===== src/rtl/ra_pkg.sv =====
`default_nettype none
//==============================================================================
// Module      : ra_pkg
// Description : Shared widths, arbitration mode encodings and the write-request
//               record used around the 64x72 2R1W register array.
// Revision    : 1.0 - initial release
//==============================================================================
package ra_pkg;

    localparam int RA_AW = 6;
    localparam int RA_DW = 72;

    // Arbitration mode encodings for the write-port arbiter
    localparam logic ARB_RR    = 1'b0;
    localparam logic ARB_FIXED = 1'b1;

    // One array write: address plus data
    typedef struct packed {
        logic [RA_AW-1:0] adr;
        logic [RA_DW-1:0] dat;
    } ra_wr_req_t;

endpackage : ra_pkg
`default_nettype wire


===== src/rtl/ra_wr_arb_if.sv =====
`default_nettype none
//==============================================================================
// Module      : ra_wr_arb_if
// Description : Requester handshakes, arbitration controls and the array write
//               port of the write arbiter, bundled as one interface.
// Revision    : 1.0 - initial release
//==============================================================================
interface ra_wr_arb_if #(
    parameter int AW = ra_pkg::RA_AW,
    parameter int DW = ra_pkg::RA_DW
);

    logic          req0_val;
    logic          req0_rdy;
    logic [AW-1:0] req0_adr;
    logic [DW-1:0] req0_dat;
    logic          req1_val;
    logic          req1_rdy;
    logic [AW-1:0] req1_adr;
    logic [DW-1:0] req1_dat;
    logic          mode;
    logic          wr_hold;
    logic          wr_enb_0;
    logic [AW-1:0] wr_adr_0;
    logic [DW-1:0] wr_dat_0;
    logic          busy;

    // Requester / control side
    modport master (
        output req0_val, req0_adr, req0_dat,
        output req1_val, req1_adr, req1_dat,
        output mode, wr_hold,
        input  req0_rdy, req1_rdy,
        input  wr_enb_0, wr_adr_0, wr_dat_0, busy
    );

    // Arbiter side
    modport slave (
        input  req0_val, req0_adr, req0_dat,
        input  req1_val, req1_adr, req1_dat,
        input  mode, wr_hold,
        output req0_rdy, req1_rdy,
        output wr_enb_0, wr_adr_0, wr_dat_0, busy
    );

endinterface : ra_wr_arb_if
`default_nettype wire


===== src/rtl/ra_wr_fifo.sv =====
`default_nettype none
//==============================================================================
// Module      : ra_wr_fifo
// Description : Small per-requester write FIFO. Full/empty come from a count
//               one bit wider than the naturally wrapping pointers.
// Revision    : 1.0 - initial release
//==============================================================================
module ra_wr_fifo #(
    parameter int DEPTH = 2,
    parameter int WIDTH = 78
) (
    input  wire logic             clk,
    input  wire logic             reset,
    input  wire logic             push,
    input  wire logic [WIDTH-1:0] push_data,
    input  wire logic             pop,
    output logic      [WIDTH-1:0] head,
    output logic                  empty,
    output logic                  full
);

    localparam int                 c_PTR_W    = $clog2(DEPTH);
    localparam logic [c_PTR_W:0]   c_FULL_CNT = (c_PTR_W + 1)'(DEPTH);

    logic [WIDTH-1:0]   r_mem [DEPTH];
    logic [c_PTR_W-1:0] r_wptr;
    logic [c_PTR_W-1:0] r_rptr;
    logic [c_PTR_W:0]   r_count;

    // Storage: written on push only; contents need no reset since count gates use
    always_ff @(posedge clk) begin
        if (push) begin
            r_mem[r_wptr] <= push_data;
        end
    end

    // Pointers and occupancy; simultaneous push and pop leaves the count unchanged
    always_ff @(posedge clk) begin
        if (!reset) begin
            r_wptr  <= '0;
            r_rptr  <= '0;
            r_count <= '0;
        end else begin
            if (push) begin
                r_wptr <= r_wptr + c_PTR_W'(1);
            end
            if (pop) begin
                r_rptr <= r_rptr + c_PTR_W'(1);
            end
            case ({push, pop})
                2'b10:   r_count <= r_count + (c_PTR_W + 1)'(1);
                2'b01:   r_count <= r_count - (c_PTR_W + 1)'(1);
                default: r_count <= r_count;
            endcase
        end
    end

    assign head  = r_mem[r_rptr];
    assign empty = (r_count == '0);
    assign full  = (r_count == c_FULL_CNT);

endmodule : ra_wr_fifo
`default_nettype wire


===== src/rtl/ra_wr_arb.sv =====
`default_nettype none
//==============================================================================
// Module      : ra_wr_arb
// Description : Two-requester arbiter for the register array's single write
//               port. Each requester queues into its own FIFO; a registered
//               round-robin / fixed-priority arbiter drains them, one write per
//               cycle, and wr_hold freezes issue without dropping queued writes.
// Revision    : 1.0 - initial release
//==============================================================================
module ra_wr_arb
    import ra_pkg::*;
#(
    parameter int DEPTH = 2,
    parameter int AW    = RA_AW,
    parameter int DW    = RA_DW
) (
    input wire logic   clk,
    input wire logic   reset,
    ra_wr_arb_if.slave bus
);

    localparam int c_W = AW + DW;

    logic           w_full0, w_full1;
    logic           w_empty0, w_empty1;
    logic [c_W-1:0] w_head0, w_head1;
    logic           w_rdy0, w_rdy1;
    logic           w_push0, w_push1;
    logic           w_pop0, w_pop1;
    logic           w_gnt_vld;
    logic           w_gnt_sel;
    logic [c_W-1:0] w_gnt_head;

    logic           r_last;
    logic           r_wr_enb;
    logic [AW-1:0]  r_wr_adr;
    logic [DW-1:0]  r_wr_dat;

    // Ready comes from registered occupancy only, and is held low during reset
    assign w_rdy0  = reset & ~w_full0;
    assign w_rdy1  = reset & ~w_full1;
    assign w_push0 = bus.req0_val & w_rdy0;
    assign w_push1 = bus.req1_val & w_rdy1;
    assign w_pop0  = w_gnt_vld & ~w_gnt_sel;
    assign w_pop1  = w_gnt_vld &  w_gnt_sel;

    ra_wr_fifo #(.DEPTH(DEPTH), .WIDTH(c_W)) u_fifo0 (
        .clk       (clk),
        .reset     (reset),
        .push      (w_push0),
        .push_data ({bus.req0_adr, bus.req0_dat}),
        .pop       (w_pop0),
        .head      (w_head0),
        .empty     (w_empty0),
        .full      (w_full0)
    );

    ra_wr_fifo #(.DEPTH(DEPTH), .WIDTH(c_W)) u_fifo1 (
        .clk       (clk),
        .reset     (reset),
        .push      (w_push1),
        .push_data ({bus.req1_adr, bus.req1_dat}),
        .pop       (w_pop1),
        .head      (w_head1),
        .empty     (w_empty1),
        .full      (w_full1)
    );

    // Grant decision from the FIFO heads; on contention RR picks the requester
    // that did not win last, fixed priority always picks requester 0
    always_comb begin
        w_gnt_vld = 1'b0;
        w_gnt_sel = 1'b0;
        if (!bus.wr_hold) begin
            if (!w_empty0 && !w_empty1) begin
                w_gnt_vld = 1'b1;
                w_gnt_sel = (bus.mode == ARB_FIXED) ? 1'b0 : ~r_last;
            end else if (!w_empty0) begin
                w_gnt_vld = 1'b1;
                w_gnt_sel = 1'b0;
            end else if (!w_empty1) begin
                w_gnt_vld = 1'b1;
                w_gnt_sel = 1'b1;
            end
        end
        w_gnt_head = w_gnt_sel ? w_head1 : w_head0;
    end

    // Last-grant pointer (starts at 1 so requester 0 wins the first tie) and
    // the registered write port; address/data hold when nothing is granted
    always_ff @(posedge clk) begin
        if (!reset) begin
            r_last   <= 1'b1;
            r_wr_enb <= 1'b0;
            r_wr_adr <= '0;
            r_wr_dat <= '0;
        end else begin
            r_wr_enb <= w_gnt_vld;
            if (w_gnt_vld) begin
                r_last   <= w_gnt_sel;
                r_wr_adr <= w_gnt_head[c_W-1:DW];
                r_wr_dat <= w_gnt_head[DW-1:0];
            end
        end
    end

    assign bus.req0_rdy = w_rdy0;
    assign bus.req1_rdy = w_rdy1;
    assign bus.wr_enb_0 = r_wr_enb;
    assign bus.wr_adr_0 = r_wr_adr;
    assign bus.wr_dat_0 = r_wr_dat;
    assign bus.busy     = ~w_empty0 | ~w_empty1 | r_wr_enb;

endmodule : ra_wr_arb
`default_nettype wire


===== src/flat_wrapper.sv =====
// flat-port wrapper written by rule: the top's interface ports become plain ports
module ra_wr_arb_flat import ra_pkg::*;
#(
    parameter int DEPTH = 2,
    parameter int AW    = RA_AW,
    parameter int DW    = RA_DW
)
  (clk, reset, bus_req0_val, bus_req0_adr, bus_req0_dat, bus_req1_val, bus_req1_adr, bus_req1_dat, bus_mode, bus_wr_hold, bus_req0_rdy, bus_req1_rdy, bus_wr_enb_0, bus_wr_adr_0, bus_wr_dat_0, bus_busy);
  ra_wr_arb_if #(.AW(AW), .DW(DW)) bus_i ();
  input wire logic clk;
  input wire logic reset;
  input wire logic [$bits(bus_i.req0_val)-1:0] bus_req0_val;
  input wire logic [$bits(bus_i.req0_adr)-1:0] bus_req0_adr;
  input wire logic [$bits(bus_i.req0_dat)-1:0] bus_req0_dat;
  input wire logic [$bits(bus_i.req1_val)-1:0] bus_req1_val;
  input wire logic [$bits(bus_i.req1_adr)-1:0] bus_req1_adr;
  input wire logic [$bits(bus_i.req1_dat)-1:0] bus_req1_dat;
  input wire logic [$bits(bus_i.mode)-1:0] bus_mode;
  input wire logic [$bits(bus_i.wr_hold)-1:0] bus_wr_hold;
  output wire logic [$bits(bus_i.req0_rdy)-1:0] bus_req0_rdy;
  output wire logic [$bits(bus_i.req1_rdy)-1:0] bus_req1_rdy;
  output wire logic [$bits(bus_i.wr_enb_0)-1:0] bus_wr_enb_0;
  output wire logic [$bits(bus_i.wr_adr_0)-1:0] bus_wr_adr_0;
  output wire logic [$bits(bus_i.wr_dat_0)-1:0] bus_wr_dat_0;
  output wire logic [$bits(bus_i.busy)-1:0] bus_busy;
  assign bus_i.req0_val = bus_req0_val;
  assign bus_i.req0_adr = bus_req0_adr;
  assign bus_i.req0_dat = bus_req0_dat;
  assign bus_i.req1_val = bus_req1_val;
  assign bus_i.req1_adr = bus_req1_adr;
  assign bus_i.req1_dat = bus_req1_dat;
  assign bus_i.mode = bus_mode;
  assign bus_i.wr_hold = bus_wr_hold;
  assign bus_req0_rdy = bus_i.req0_rdy;
  assign bus_req1_rdy = bus_i.req1_rdy;
  assign bus_wr_enb_0 = bus_i.wr_enb_0;
  assign bus_wr_adr_0 = bus_i.wr_adr_0;
  assign bus_wr_dat_0 = bus_i.wr_dat_0;
  assign bus_busy = bus_i.busy;
  ra_wr_arb #(.DEPTH(DEPTH), .AW(AW), .DW(DW)) u_core (.clk(clk), .reset(reset), .bus(bus_i));
endmodule

===== config.mk =====
export PLATFORM = sky130hd
export DESIGN_NAME = ra_wr_arb_flat
export DESIGN_NICKNAME = d
export VERILOG_FILES = /design/src/rtl/ra_pkg.sv /design/src/rtl/ra_wr_arb_if.sv /design/src/rtl/ra_wr_fifo.sv /design/src/rtl/ra_wr_arb.sv /design/src/flat_wrapper.sv
export SDC_FILE = /design/constraint.sdc
export NUM_CORES = 1
export LEC_CHECK = 0
export BUFFER_PORTS_ARGS = -buffer_cell sky130_fd_sc_hd__buf_2
export CORE_MARGIN = 2
export CORE_UTILIZATION = 56
export DETAILED_ROUTE_END_ITERATION = 10
export PLACE_DENSITY = 0.86
export SLEW_MARGIN = 20
export SYNTH_ARGS = -nofsm -noshare
export SYNTH_HDL_FRONTEND = slang
export SYNTH_SLANG_ARGS = --single-unit
export TNS_END_PERCENT = 20

===== constraint.sdc =====
create_clock -name clk -period 6.65 [get_ports clk]
set_clock_uncertainty 0.15 [all_clocks]
set_input_delay 1.33 -clock clk [delete_from_list [all_inputs] [get_ports clk]]
set_output_delay 1.33 -clock clk [all_outputs]
set_load 0.02 [all_outputs]

==> results of run 1 <==
[synth_stat cells, types with 4 or more instances]
library cell  number  area share
a32o_1            78       0.053
and2_1             9      0.0038
buf_1              5      0.0013
buf_2             19      0.0065
clkbuf_1          29      0.0074
dfxtp_1           90        0.12
edfxtp_1         312        0.64
mux2i_1          156        0.11
nand2_1          156       0.040
nor2_1             4      0.0010
o21a_1             4      0.0020
xnor2_1            5      0.0030
[per-stage QoR]
step                      hold slack (ns)  cells  setup WS [ns]  utilization  cell area [um2]
after floorplan                     0.330    896           1.24            -            14700
after global placement              0.292   1425           2.08        0.624            16200
after detailed placement            0.299   1425           2.07        0.624            16200
after CTS                           0.313   1494           2.60        0.672            17400
after global routing                0.321   1497           2.40        0.675            17500
final                               0.310   1500           2.64        0.675            17500
[critical path, stage by stage]
cell and delay, ns:
buf_2 0.09, o22a_1 0.13, or3_4 0.77, clkinv_4 0.77
ha_1 0.59, or3_1 0.37, a21boi_0 0.17
[placed cells by master, fill, tap and decap left out, drive strengths merged]
master,count
edfxtp,312
buf,252
mux2i,156
nand2,156
dfxtp,90
a32o,78
clkbuf,57
clkinv,11
and2,9
xnor2,5
diode,4
o21a,4
nor2,4
inv,3
o21ai,3
or3,3
o211ai,2
and3,2
a21boi,2
ha,2
bufinv,2
or2,1
o311a,1
o22a,1
xor2,1
nor4,1
nand2b,1
nor2b,1
nand3,1
[layout make-up]
| cell class | count | share of cell area |
|---|---|---|
| antenna | 4 | 0.000572 |
| clock buffer | 57 | 0.0655 |
| clock inverter | 12 | 0.00608 |
| inverter | 4 | 0.00114 |
| multi-input combinational | 434 | 0.187 |
| sequential | 402 | 0.639 |
| tap | 335 | 0.0240 |
| timing repair buffer | 252 | 0.0759 |
[final timing paths]
path	start	to	slack [ns]
worst max register to register	u_core.u_fifo0.r_count[0]$_SDFFE_PN0P_	u_core.u_fifo1.r_count[1]$_SDFFE_PN0P_	2.96
worst min register to register	u_core.bus.wr_dat_0[41]$_SDFFE_PN0N_	u_core.bus.wr_dat_0[41]$_SDFFE_PN0N_	0.31
worst max-delay path	bus_mode	u_core.u_fifo1.r_count[1]$_SDFFE_PN0P_	2.64
worst min-delay path	u_core.bus.wr_dat_0[41]$_SDFFE_PN0N_	u_core.bus.wr_dat_0[41]$_SDFFE_PN0N_	0.31
[routing by layer]
metal,routed length (um),global-route usage,share of wire,up-vias
met2,15700,0.388,0.52,344
met4,772,0.0730,0.025,4
li1,-,-,-,3910
met1,11500,0.257,0.38,4156
met3,2340,0.0534,0.077,61
met5,27,0,0.00089,-
[power by group through the flow]
stage | clock network, mW | registers (mW) | logic (mW)
global placement | 0 | 3.31 | 1.52
detailed placement | 0 | 3.33 | 1.57
finish | 2.14 | 3.28 | 1.56
global route | 2.26 | 3.31 | 1.69
CTS | 2.17 | 3.28 | 1.58
floorplan | 0 | 3.41 | 0.975
[cell families after synthesis]
family,after synthesis,synth area share
adder cells (fa/ha/maj),2,0.00170
buffers and inverters,60,0.0188
multiplexers,156,0.106
AO/OA/AOI/OAI,91,0.0596
AND/OR/NAND/NOR,179,0.0493
XOR/XNOR,6,0.00358
flip-flops,402,0.761
[flip-flops by register name, summed over array words and instances, names as in the netlist, named ones only]
register and flops:
u_core.u_fifo0.r_rptr 1, u_core.u_fifo1.r_count 2, u_core.u_fifo1.r_wptr 1, u_core.bus.wr_adr_0 6, u_core.bus.wr_dat_0 72, u_core.r_last 1
u_core.u_fifo1.r_mem 156, u_core.u_fifo0.r_count 2, u_core.u_fifo0.r_mem 156, u_core.u_fifo1.r_rptr 1, u_core.bus.wr_enb_0 1, u_core.u_fifo0.r_wptr 1
==> summary.md, run 1 <==
| Metric | Value |
|---|---|
| Slew Limit Fails | `0` |
| Sw Ratio | `0.295` |
| Gr ovfl total | `0` |
| #FFs+latches synth | `around 400` |
| DRT Pass-1 Iters | `5` |
| Via-per-instance ratio | `roughly 5.7` |
| Cts hold-fix bufs | `0` |
| Area of the multi-input gates | `0.00328 mm2` |
| P&R area growth vs syn | `19.1%` |
| Minimum clock period after layout | `4.01 ns` |
| Skew-Pair Late Insertion Delay | `between 0.5 and 0.6 ns` |
| Number of port buffers | `about 240` |
| Worst slew margin | `0.325` |
| Unrepaired setup endpoints after global routing | `false` |
| Power Dens Cells | `399 mW/mm2` |
| Row cnt | `roughly 60` |
| Post-route DRC | `0` |
| Global-route wire length before repair | `approximately 47,000 um` |
| Pwr Total | `6.98 mW` |
| RePlAce Congestion | `0.756` |
| R2R cell count | `6` |
| Die Footprint | `between 0.02 and 0.03 mm2` |
| Dpl hpwl | `between 15,000 and 20,000 um` |
| Fill count | `~1,700` |
| H-tree Lvls | `2` |
| Setup Fix Bufs, Post-CTS | `0` |
| Critical path capture point type | `flip-flop` |
| Tot GR Track Use | `0.217` |
| Setup CP Type | `in2reg` |
| Crit path max fanout | `about 80` |
| Via count of the first global-routing pass | `8,776` |
| Seq pwr share | `0.470` |
| Asr flop ratio synth | `0` |
| Mean routed wirelength per cell | `a little over 20 um` |
| Number of enable flip-flop cells after synthesis | `approximately 310` |
| Die H | `between 150 and 200 um` |
| Clock transition at path regs | `~0.06 ns` |
| CTS max path bufs | `3` |
| Register area | `0.0112 mm2` |
| Main synth FF type | `edfxtp_1` |
| Final wirelength | `~30,000 um` |
| Layout cell share with drive strength beyond 1 | `0.276` |
| Warnings from Yosys | `0` |
| Switching power total | `between 2 and 2.5 mW` |
| Clock buffer count from CTS | `39` |
| Largest net degree at the start of global routing | `between 80 and 90` |
| FMAX | `249 MHz` |
| Hold/Removal Path Class | `reg2reg` |
| Initial antenna violation count | `5` |
| Distinct cells, synth | `29` |
| Initial Util | `0.567` |
| Maximum vdd drop | `between 0.0002 and 0.0003 V` |
| Post-route ant nets | `0` |
| Max-cap violations | `0` |
| Worst Max-Slew Pin Slew | `between 1 and 1.5 ns` |
| Register area share after synthesis | `0.761` |
| Combinational power share | `0.224` |
| Critical Path AT | `roughly 4.3 ns` |
| Clk sinks | `402` |
| Clock Tree Root | `clkbuf_16` |
| Final Hold Fails | `0` |
| Post-synthesis cell count | `896` |
| Post-Syn Nets | `between 1,000 and 1,500` |
| NumNets Final | `about 1,300` |
| Core area | `between 0.02 and 0.03 mm2` |
| Resized cells post-CTS | `0` |
| Final setup vio count | `0` |
| Worst Hold Depth | `1` |
| CP required | `approximately 7 ns` |
| Critical path launch point type | `input port` |
| P_leak | `about 6.3 nW` |
| P_int | `slightly below 5 mW` |
| Status | `finished, final reports clean` |
| Die width | `between 150 and 200 um` |
| Setup TNS | `0 ns` |
| Clk pwr share | `0.307` |
| Final Cycle Share | `0.603` |
| Initial drt markers | `between 700 and 800` |
| CTS tree | `yes` |
| Via Count | `8,475` |
| Syn Area/Cell | `between 15 and 20 um2` |
| IO Pins | `around 240` |
| Mapped Area | `roughly 0.015 mm2` |
No activity file was read; power rests on OpenSTA's default activity.
==> run 2: changes to the inputs <==
==> constraint.sdc (replaced) <==
create_clock -name clk -period 3.8 [get_ports clk]
set_clock_uncertainty 0.15 [all_clocks]
set_input_delay 0.76 -clock clk [delete_from_list [all_inputs] [get_ports clk]]
set_output_delay 0.76 -clock clk [all_outputs]
set_load 0.02 [all_outputs]
==> summary.md, run 2 (synthesized netlist as in run 1, its figures left out) <==
| Metric | Value |
|---|---|
| Status | `finished, final reports clean` |
| Clk pwr share | `0.302` |
| Slew Limit Fails | `0` |
| Cts hold-fix bufs | `0` |
| Hold slack final | `~0.28 ns` |
| Resized cells post-CTS | `0` |
| Critical Path AT | `2.92 ns` |
| Tot GR Track Use | `0.227` |
| Clock buffer count from CTS | `39` |
| Worst Max-Slew Pin Slew | `around 0.85 ns` |
| Core area | `around 0.026 mm2` |
| IO Pins | `approximately 240` |
| Maximum vdd drop | `a little over 0.0005 V` |
| Dpl hpwl | `about 19,000 um` |
| Row cnt | `just under 60` |
| Layout cell share with drive strength beyond 1 | `0.277` |
| Clock transition at path regs | `0.06 ns` |
| Critical path launch point type | `flip-flop` |
| Sw Ratio | `0.299` |
| P_leak | `6.36 nW` |
| Minimum clock period after layout | `between 2 and 3 ns` |
| Critical path capture point type | `flip-flop` |
| Post-route DRC | `0` |
| Hold/Removal Path Class | `in2reg` |
| Dpl cells | `1,433` |
| Switching power total | `3.67 mW` |
| DRT Pass-1 Iters | `5` |
| Initial drt markers | `roughly 730` |
| Crit path max fanout | `between 40 and 50` |
| Gr ovfl total | `0` |
| Final Cycle Share | `0.705` |
| Via-per-instance ratio | `between 5 and 6` |
| Final setup margin | `roughly 1.1 ns` |
| Mean routed wirelength per cell | `about 21 um` |
| Worst slack at placement | `approximately 0.71 ns` |
| Die H | `~170 um` |
| Setup CP Type | `reg2reg` |
| NumNets Final | `around 1,300` |
| Register area | `0.0112 mm2` |
| Clk sinks | `around 400` |
| Final Hold Fails | `0` |
| Die width | `166 um` |
| FMAX | `373 MHz` |
| Clock Tree Root | `clkbuf_16` |
| Initial Util | `0.567` |
| CP required | `just over 4 ns` |
| Largest net degree at the start of global routing | `79` |
| Setup TNS | `0 ns` |
| Global-route wire length before repair | `~50,000 um` |
| Fill count | `1,730` |
| P_int | `8.60 mW` |
| Skew-Pair Late Insertion Delay | `0.51 ns` |
| Initial antenna violation count | `11` |
| CTS max path bufs | `3` |
| Combinational power share | `0.230` |
| Area of the multi-input gates | `~0.0033 mm2` |
| Final setup vio count | `0` |
| Number of port buffers | `243` |
| Worst slew margin | `0.431` |
| Via count of the first global-routing pass | `~9,000` |
| Die Footprint | `approximately 0.028 mm2` |
| Max-cap violations | `0` |
| Final wirelength | `~32,000 um` |
| H-tree Lvls | `2` |
| Unrepaired setup endpoints after global routing | `false` |
| Final core occ | `0.678` |
| Power Dens Cells | `between 600 and 700 mW/mm2` |
| P&R area growth vs syn | `19.5%` |
| CTS tree | `yes` |
| Seq pwr share | `0.468` |
| Setup Fix Bufs, Post-CTS | `0` |
| Post-route ant nets | `0` |
| Via Count | `between 8,000 and 9,000` |
| RePlAce Congestion | `roughly 0.79` |
| Commonest non-fill, non-tap cells in the layout | `edfxtp_1 (312), buf_2 (243), mux2i_1 (156), nand2_1 (156), dfxtp_1 (88)` |
| Post-route insts no fill | `1,514` |
| Most common cell after layout, fill and taps aside | `edfxtp_1` |
run 2: cell count changes in the layout (fill, tap and decap cells not counted), moves of 2 or more:
cell / previous run / this run
diode_2: 4 / 10
buf_12: 0 / 5
buf_4: 6 / 10
clkinv_1: 3 / 7
clkinv_2: 7 / 4
buf_16: 2 / 0
run 2: worst paths after layout:
kind,startpoint,to,slack (ns),cells past startpoint
hold reg to reg,u_core.bus.wr_dat_0[65]$_SDFFE_PN0N_,u_core.bus.wr_dat_0[65]$_SDFFE_PN0N_,0.31,1
setup / recovery,u_core.u_fifo0.r_count[0]$_SDFFE_PN0P_,u_core.bus.wr_dat_0[25]$_SDFFE_PN0N_,1.12,6
hold / removal,bus_req0_dat[9],u_core.u_fifo0.r_mem[1][9]$_DFFE_PP_,0.28,1
setup reg to reg,u_core.u_fifo0.r_count[0]$_SDFFE_PN0P_,u_core.bus.wr_dat_0[25]$_SDFFE_PN0N_,1.12,6
run 2: stage by stage:
| step | power (mW) | cell area (um2) |
|---|---|---|
| global route | 12.8 | 17500 |
| CTS | 12.4 | 17500 |
| detailed placement | 8.64 | 16300 |
| finish | 12.3 | 17600 |
| global placement | 8.52 | 16300 |
| floorplan | 7.68 | 14700 |
run 2: layout make-up:
| class | instances | share of cell area |
|---|---|---|
| multi-input combinational | 434 | 0.187 |
| sequential | 402 | 0.637 |
| clock buffer | 58 | 0.0661 |
| tap | 335 | 0.0239 |
| clock inverter | 13 | 0.00478 |
| antenna | 10 | 0.00143 |
| timing repair buffer | 258 | 0.0793 |
| inverter | 4 | 0.00114 |
run 2: per-layer routing:
metal	share of wire	global-route usage
met2	0.50	0.389
met4	0.025	0.0775
met3	0.083	0.0574
met1	0.39	0.282
met5	0.00095	0
run 2: worst max-delay path: stages (launching register included):
cell      delay (ns)
dfxtp_1         0.39
o22a_1          0.24
or3_4           0.48
clkinv_4        0.26
buf_4           0.55
nand2_1         0.13
a32o_1          0.31
run 2: power groups by stage:
stage	clock, mW	combinational (mW)	sequential [mW]
after global placement	0	2.73	5.79
final	3.71	2.82	5.74
after detailed placement	0	2.82	5.82
after global routing	3.95	3.03	5.80
after floorplan	0	1.71	5.97
after CTS	3.77	2.84	5.74
